--- src/rtl/tpu_param_pkg.sv ---
`default_nettype none
// ============================================================================
//  Module      : tpu_param_pkg
//  Description : Shared types and constants for the parameter-SRAM read path.
//                Holds the reader state encoding, default SRAM geometry and
//                the write-enable level used for read-only SRAM access.
//  Revision    : 1.0 - initial release
// ============================================================================
package tpu_param_pkg;

    // Reader control states
    typedef enum logic [1:0] {
        ST_IDLE   = 2'd0,
        ST_FETCH  = 2'd1,
        ST_DRAIN  = 2'd2,
        ST_FINISH = 2'd3
    } param_rd_state_e;

    // Default SRAM geometry: 4 words of 32 bits (16 bytes)
    localparam int c_default_addr_w = 2;
    localparam int c_default_data_w = 32;

    // Active-low write enable held inactive: the reader only ever reads
    localparam logic MEM_READ_WEB = 1'b1;

endpackage : tpu_param_pkg
`default_nettype wire

--- src/rtl/param_rd_fifo.sv ---
`default_nettype none
// ============================================================================
//  Module      : param_rd_fifo
//  Description : Synchronous first-word-fall-through FIFO. The head entry is
//                visible on o_data whenever o_count is non-zero.
//  Ports       : clk, rst_n      - clock, asynchronous active-low reset
//                i_push, i_data  - write strobe and data
//                i_pop           - consume the head entry
//                o_data          - head entry (fall-through)
//                o_count         - number of stored entries (0..DEPTH)
//  Revision    : 1.0 - initial release
// ============================================================================
module param_rd_fifo #(
    parameter int DEPTH = 2,
    parameter int WIDTH = 32
) (
    input  logic                       clk,
    input  logic                       rst_n,
    input  logic                       i_push,
    input  logic [WIDTH-1:0]           i_data,
    input  logic                       i_pop,
    output logic [WIDTH-1:0]           o_data,
    output logic [$clog2(DEPTH):0]     o_count
);

    localparam int c_ptr_w = $clog2(DEPTH);

    logic [WIDTH-1:0]   r_mem [DEPTH];
    logic [c_ptr_w-1:0] r_wr_ptr;
    logic [c_ptr_w-1:0] r_rd_ptr;
    logic [c_ptr_w:0]   r_count;
    logic               w_pop;

    // Popping an empty FIFO is ignored so the pointers can never cross
    assign w_pop = i_pop && (r_count != '0);

    always_ff @(posedge clk or negedge rst_n) begin
        if (!rst_n) begin
            for (int i = 0; i < DEPTH; i++) begin
                r_mem[i] <= '0;
            end
            r_wr_ptr <= '0;
            r_rd_ptr <= '0;
            r_count  <= '0;
        end else begin
            if (i_push) begin
                r_mem[r_wr_ptr] <= i_data;
                r_wr_ptr        <= r_wr_ptr + 1'b1;
            end
            if (w_pop) begin
                r_rd_ptr <= r_rd_ptr + 1'b1;
            end
            case ({i_push, w_pop})
                2'b10:   r_count <= r_count + 1'b1;
                2'b01:   r_count <= r_count - 1'b1;
                default: r_count <= r_count;
            endcase
        end
    end

    assign o_data  = r_mem[r_rd_ptr];
    assign o_count = r_count;

endmodule : param_rd_fifo
`default_nettype wire

--- src/rtl/param_sram_reader.sv ---
`default_nettype none
// ============================================================================
//  Module      : param_sram_reader
//  Description : Streaming read engine for the parameter SRAM. A start pulse
//                reads len consecutive words from base (address wraps),
//                buffers them in a small FIFO and presents them on a
//                valid/ready stream. The SRAM is never written.
//  Ports       : clk, rst_n                    - clock, async active-low reset
//                start, base, len              - transfer request
//                busy, done                    - transfer status
//                mem_cs/oe/web/addr, mem_rdata - single-port SRAM interface
//                out_valid/ready/data          - output stream
//                stall_cnt (optional)          - backpressure cycle counter
//  Options     : define PARAM_SRAM_READER_PERF_EN to add stall_cnt.
//  Revision    : 1.0 - initial release
// ============================================================================
module param_sram_reader
    import tpu_param_pkg::*;
#(
    parameter int ADDR_W     = c_default_addr_w,
    parameter int DATA_W     = c_default_data_w,
    parameter int LEN_W      = 8,
    parameter int FIFO_DEPTH = 2
) (
    input  logic              clk,
    input  logic              rst_n,
    input  logic              start,
    input  logic [ADDR_W-1:0] base,
    input  logic [LEN_W-1:0]  len,
    output logic              busy,
    output logic              done,
    output logic              mem_cs,
    output logic              mem_oe,
    output logic              mem_web,
    output logic [ADDR_W-1:0] mem_addr,
    input  logic [DATA_W-1:0] mem_rdata,
    output logic              out_valid,
    input  logic              out_ready,
    output logic [DATA_W-1:0] out_data
`ifdef PARAM_SRAM_READER_PERF_EN
    ,
    output logic [15:0]       stall_cnt
`endif
);

    localparam int c_cnt_w = $clog2(FIFO_DEPTH) + 1;
    localparam logic [c_cnt_w:0] c_depth = (c_cnt_w + 1)'(FIFO_DEPTH);

    param_rd_state_e   r_state;
    logic [ADDR_W-1:0] r_base;
    logic [LEN_W-1:0]  r_len;
    logic [LEN_W-1:0]  r_issued;
    logic              r_inflight;
    logic              r_busy;
    logic              r_done;

    logic [c_cnt_w-1:0] w_fifo_count;
    logic [DATA_W-1:0]  w_head;
    logic               w_pop;
    logic               w_issue;
    logic [c_cnt_w:0]   w_credit_used;
    logic               w_drain_empty;
    logic [LEN_W-1:0]   w_issued_next;

    // Slots already committed: buffered words plus the read returning this
    // cycle, less the word leaving this cycle. A read may only be issued
    // while a slot remains, which is what makes the unconditional push safe.
    assign w_credit_used = {1'b0, w_fifo_count}
                         + {{c_cnt_w{1'b0}}, r_inflight}
                         - {{c_cnt_w{1'b0}}, w_pop};
    assign w_issue       = (r_state == ST_FETCH) && (w_credit_used < c_depth);
    assign w_issued_next = r_issued + 1'b1;

    // Transfer is complete once nothing is in flight and the last buffered
    // word is being popped this cycle (or the buffer is already empty)
    assign w_drain_empty = !r_inflight
                        && (w_fifo_count == {{(c_cnt_w-1){1'b0}}, w_pop});

    always_ff @(posedge clk or negedge rst_n) begin
        if (!rst_n) begin
            r_state    <= ST_IDLE;
            r_base     <= '0;
            r_len      <= '0;
            r_issued   <= '0;
            r_inflight <= 1'b0;
            r_busy     <= 1'b0;
            r_done     <= 1'b0;
        end else begin
            r_inflight <= w_issue;
            r_done     <= 1'b0;
            case (r_state)
                ST_IDLE: begin
                    if (start) begin
                        if (len != '0) begin
                            r_base   <= base;
                            r_len    <= len;
                            r_issued <= '0;
                            r_busy   <= 1'b1;
                            r_state  <= ST_FETCH;
                        end else begin
                            r_done   <= 1'b1;
                            r_state  <= ST_FINISH;
                        end
                    end
                end
                ST_FETCH: begin
                    if (w_issue) begin
                        r_issued <= w_issued_next;
                        if (w_issued_next == r_len) begin
                            r_state <= ST_DRAIN;
                        end
                    end
                end
                ST_DRAIN: begin
                    if (w_drain_empty) begin
                        r_busy  <= 1'b0;
                        r_done  <= 1'b1;
                        r_state <= ST_FINISH;
                    end
                end
                ST_FINISH: begin
                    r_state <= ST_IDLE;
                end
                default: begin
                    r_state <= ST_IDLE;
                end
            endcase
        end
    end

    param_rd_fifo #(
        .DEPTH (FIFO_DEPTH),
        .WIDTH (DATA_W)
    ) u_fifo (
        .clk     (clk),
        .rst_n   (rst_n),
        .i_push  (r_inflight),
        .i_data  (mem_rdata),
        .i_pop   (w_pop),
        .o_data  (w_head),
        .o_count (w_fifo_count)
    );

    assign busy      = r_busy;
    assign done      = r_done;
    assign mem_cs    = w_issue;
    assign mem_oe    = r_busy;
    assign mem_web   = MEM_READ_WEB;
    // Address wraps naturally by truncation to ADDR_W bits
    assign mem_addr  = r_base + ADDR_W'(r_issued);
    assign out_valid = (w_fifo_count != '0);
    assign out_data  = w_head;
    assign w_pop     = out_valid && out_ready;

`ifdef PARAM_SRAM_READER_PERF_EN
    logic [15:0] r_stall_cnt;

    always_ff @(posedge clk or negedge rst_n) begin
        if (!rst_n) begin
            r_stall_cnt <= '0;
        end else if ((r_state == ST_IDLE) && start) begin
            r_stall_cnt <= '0;
        end else if (((r_state == ST_FETCH) || (r_state == ST_DRAIN))
                     && out_valid && !out_ready
                     && (r_stall_cnt != 16'hFFFF)) begin
            r_stall_cnt <= r_stall_cnt + 16'd1;
        end
    end

    assign stall_cnt = r_stall_cnt;
`endif

endmodule : param_sram_reader
`default_nettype wire

--- config.mk ---
export PLATFORM = sky130hd
export DESIGN_NAME = param_sram_reader
export DESIGN_NICKNAME = d
export VERILOG_FILES = /design/src/rtl/tpu_param_pkg.sv /design/src/rtl/param_rd_fifo.sv /design/src/rtl/param_sram_reader.sv
export SDC_FILE = /design/constraint.sdc
export NUM_CORES = 1
export LEC_CHECK = 0
export ABC_CLOCK_PERIOD_IN_PS = 4500
export CORE_MARGIN = 1
export CORE_UTILIZATION = 44
export CTS_CLUSTER_SIZE = 10
export DETAILED_ROUTE_END_ITERATION = 7
export MAX_ROUTING_LAYER = met4
export PLACE_DENSITY = 0.75
export SLEW_MARGIN = 20
export SYNTH_ARGS = -nofsm -noshare
export SYNTH_HDL_FRONTEND = slang
export SYNTH_SLANG_ARGS = --single-unit
--- constraint.sdc ---
create_clock -name clk -period 4.5 [get_ports clk]
set_input_delay 0.675 -clock clk [delete_from_list [all_inputs] [get_ports clk]]
set_output_delay 0.675 -clock clk [all_outputs]
set_load 0.01 [all_outputs]
==> results.cfg, run 1 <==
[finish]
areaGrowthSynthToFinish_pct = 26.96
layout_common_cells = mux2_2, dfrtp_1, clkdlybuf4s50_1, xnor2_1
antenna_cells = 0
drive_gt1_share_pct = 32.76
final_nets = 455
fillCellCount = 794
layout_commonest_cell = mux2_2

[sta]
worst-slew-pin-transition_ps = 978.2
setup_slack_ps = 594.4
setup_viol_count_final = 0
finClkSkew_ps = 12.06
finalSetupTns_ps = 0
slew_headroom_pct = 34.63
max_freq_ghz = 0.2560
period_share_pct = 86.79
period_minus_slack_ps = 3906
rsz0062_at_grt = false
hold_viol = 0
drv_slew = 0

[pwr]
pwr-share-clk_pct = 14.5
p_sw_share_pct = 32.36
pwr-share-comb_pct = 48.8
p_leak_nw = 2.270
seqPwrFrac_pct = 36.7
p_switching_mw = 1.256
powerDensity_nw_per_um2 = 708.1
internal_power_mw = 2.625
max-vdd-ir-drop_uv = 362.3

[clock_network]
cts_tree = yes
root_buffer = clkbuf_8
cts_buffers = 9
cts.sinks = 91
clk_path_buf_depth = 2
cts.clk_slew.worst_paths_ps = 100
post-cts-setup-buffers = 0
clock_latency_ps = 350
cts.repair.resized = 0
hold_buffers = 0
cts_max_level = 3

[detailed_routing]
routed_wl_um = 8295
drtIter0Drc = 57
drtAntennaViolNets = 0
dr.pass1.iters = 4
via_per_inst = 5.178
route.detailed.drc = 0
vias = 2770
wl_per_cell_um = 15.50

[synthesis]
syn_area_sq_um = 4317
netlist_instances = 318
ys_seq_elements = 91
syn_avg_cell_area_sq_um = 13.57
ys_seq_area_share_pct = 52.75
synth_cell_type_count = 42
yosys_warnings = 0
syn_nets = 372

[status]
status = complete, no violations

[worst_setup_path]
cp-start-kind = register
rr_endpoint = r_state[1]
timing.reg2reg.setup_slack_ps = 1240
worstPathMaxFanout = 5
cp_slowest_stage_delay_ps = 570
worst_ep_arrival_time_ps = 3230
cp-endpoint = mem_cs
critPathRequiredTime_ps = 3830
cp_slowest_cell = clkdlybuf4s50_1
regToRegStartpoint = u_fifo.o_count[1]
path_cells = or2_2 > and2_1 > ha_1 > nand2b_1 > fa_1 > xnor2_1 > and3_1 > clkdlybuf4s50_1
end_kind = primary output
r2r_cells = 11
crit_start = u_fifo.o_count[1]
critical_path_class = register to primary output

[grt]
grt_antenna_before_repair = 0
grt_max_degree = 92
grt_pass1_vias = 2836
grt_pass1_wl_um = 13450
grt-ovfl-total = 0
grtUsageTotal_pct = 17.39

[placement]
dp_hpwl_um = 5600
place.gp.congestion = 0.8778
dp_slack_ps = 655.8
port_buffers = 84

[run]
cap_violations = 0

[floorplan]
initial_utilization_pct = 46.06
dieArea_sq_um = 10210
boundaryPins = 86
coreArea_sq_um = 9371
die_h_um = 101.1
dieWidth_um = 101.1
num_rows = 35

[worst_hold_path]
hold_class = input pin to asynchronous set/reset pin
[state kept, by name, indices dropped and copies added (netlist names)]
signal	flops
busy	1
done	1
r_base	2
r_inflight	1
r_issued	8
r_len	8
r_state	2
u_fifo.o_count	2
u_fifo.r_mem	64
u_fifo.r_rd_ptr	1
u_fifo.r_wr_ptr	1
[critical path, delay by kind of cell (launching register included)]
family	cells	cell delay (ps)
flops	1	460
buf+inv	1	570
fa+ha+maj	2	690
simple gates	4	980
xor+xnor	1	180
[stage by stage]
stage          cell area, sq um  total power [mW]  instances  utilization [%]  hold slack (ps)
2_1_floorplan              4317             2.564        318                -            379.4
3_3_place_gp               5276             3.279        519            56.30            481.1
3_5_place_dp               5276             3.352        519            56.30            487.9
4_1_cts                    5477             3.926        535            58.44            508.8
5_1_grt                    5480             4.139        535            58.48            446.8
6_report                   5480             3.881        535            58.48            364.4
[cell usage after synthesis, drive strengths merged]
master,number,area (sq um)
and2,1,6.260
nor2,10,37.54
o31ai,5,37.54
clkbuf,7,26.28
inv,8,30.03
and4,1,8.760
nand4,1,6.260
xor2,9,78.83
dfrtp,91,2277
o21a,2,15.01
or4,3,22.52
a221oi,2,17.52
or2,1,6.260
o22ai,1,6.260
ha,7,87.58
a211oi,1,7.510
conb,1,3.750
nand2b,2,12.51
nor4,1,6.260
nand2,8,30.03
fa,1,20.02
xnor2,11,96.34
o21ai,10,61.31
nand3,3,27.53
a32o,1,10.01
a21boi,2,26.28
nor2b,3,18.77
a21oi,1,5.000
and3,2,17.52
a31oi,1,6.260
nor3,2,10.01
buf,8,43.79
mux2i,3,30.03
mux2,108,1220
[power by group through the flow]
stage	combinational [mW]	sequential, mW	clock, mW
final	1.89	1.42	0.563
after floorplan	1.19	1.37	0
after CTS	1.92	1.43	0.579
after detailed placement	1.91	1.44	0
after global routing	2.05	1.47	0.612
after global placement	1.87	1.41	0
[layer usage]
metal	wire length [um]	global-route usage (%)
met2	3774	26.58
met5	0	-
met3	376	3.398
met4	153	5.909
met1	3990	23.22
[final cells by class]
cell class | count | area, sq um | area share [%]
clock inverter | 6 | 72.57 | 1.324
timing repair buffer | 87 | 864.6 | 15.78
tap | 129 | 161.4 | 2.945
sequential | 91 | 2277 | 41.55
multi-input combinational | 204 | 1947 | 35.53
inverter | 8 | 30.03 | 0.5479
clock buffer | 10 | 127.6 | 2.329
[logic make-up after synthesis]
group                      synth area share [%]
other                                   0.08687
DFF                                       52.75
and+or+nand+nor                           4.870
xor gates and xnor gates                  4.058
adders and majority gates                 2.493
muxes                                     28.96
AOI/OAI and AO/OA                         4.464
buffers and inverters                     2.319
[worst min-delay path by stage]
stage / start / to / slack [ps] / cells past startpoint
after floorplan: rst_n / busy / 380 / 0
after global placement: u_fifo.r_mem[4] / u_fifo.r_mem[4] / 480 / 1
after detailed placement: u_fifo.r_mem[29] / u_fifo.r_mem[29] / 490 / 1
after CTS: u_fifo.r_mem[29] / u_fifo.r_mem[29] / 510 / 1
after global routing: rst_n / u_fifo.r_mem[38] / 450 / 1
final: rst_n / u_fifo.r_mem[38] / 360 / 1
Note: power is estimated with default switching activity, not from simulation.
==> inputs of run 2 (changes only) <==
SKIP_LAST_GASP = 1   (was unset)
==> results of run 2 <==
The final DEF is identical to that of run 1; final timing and power are the same.
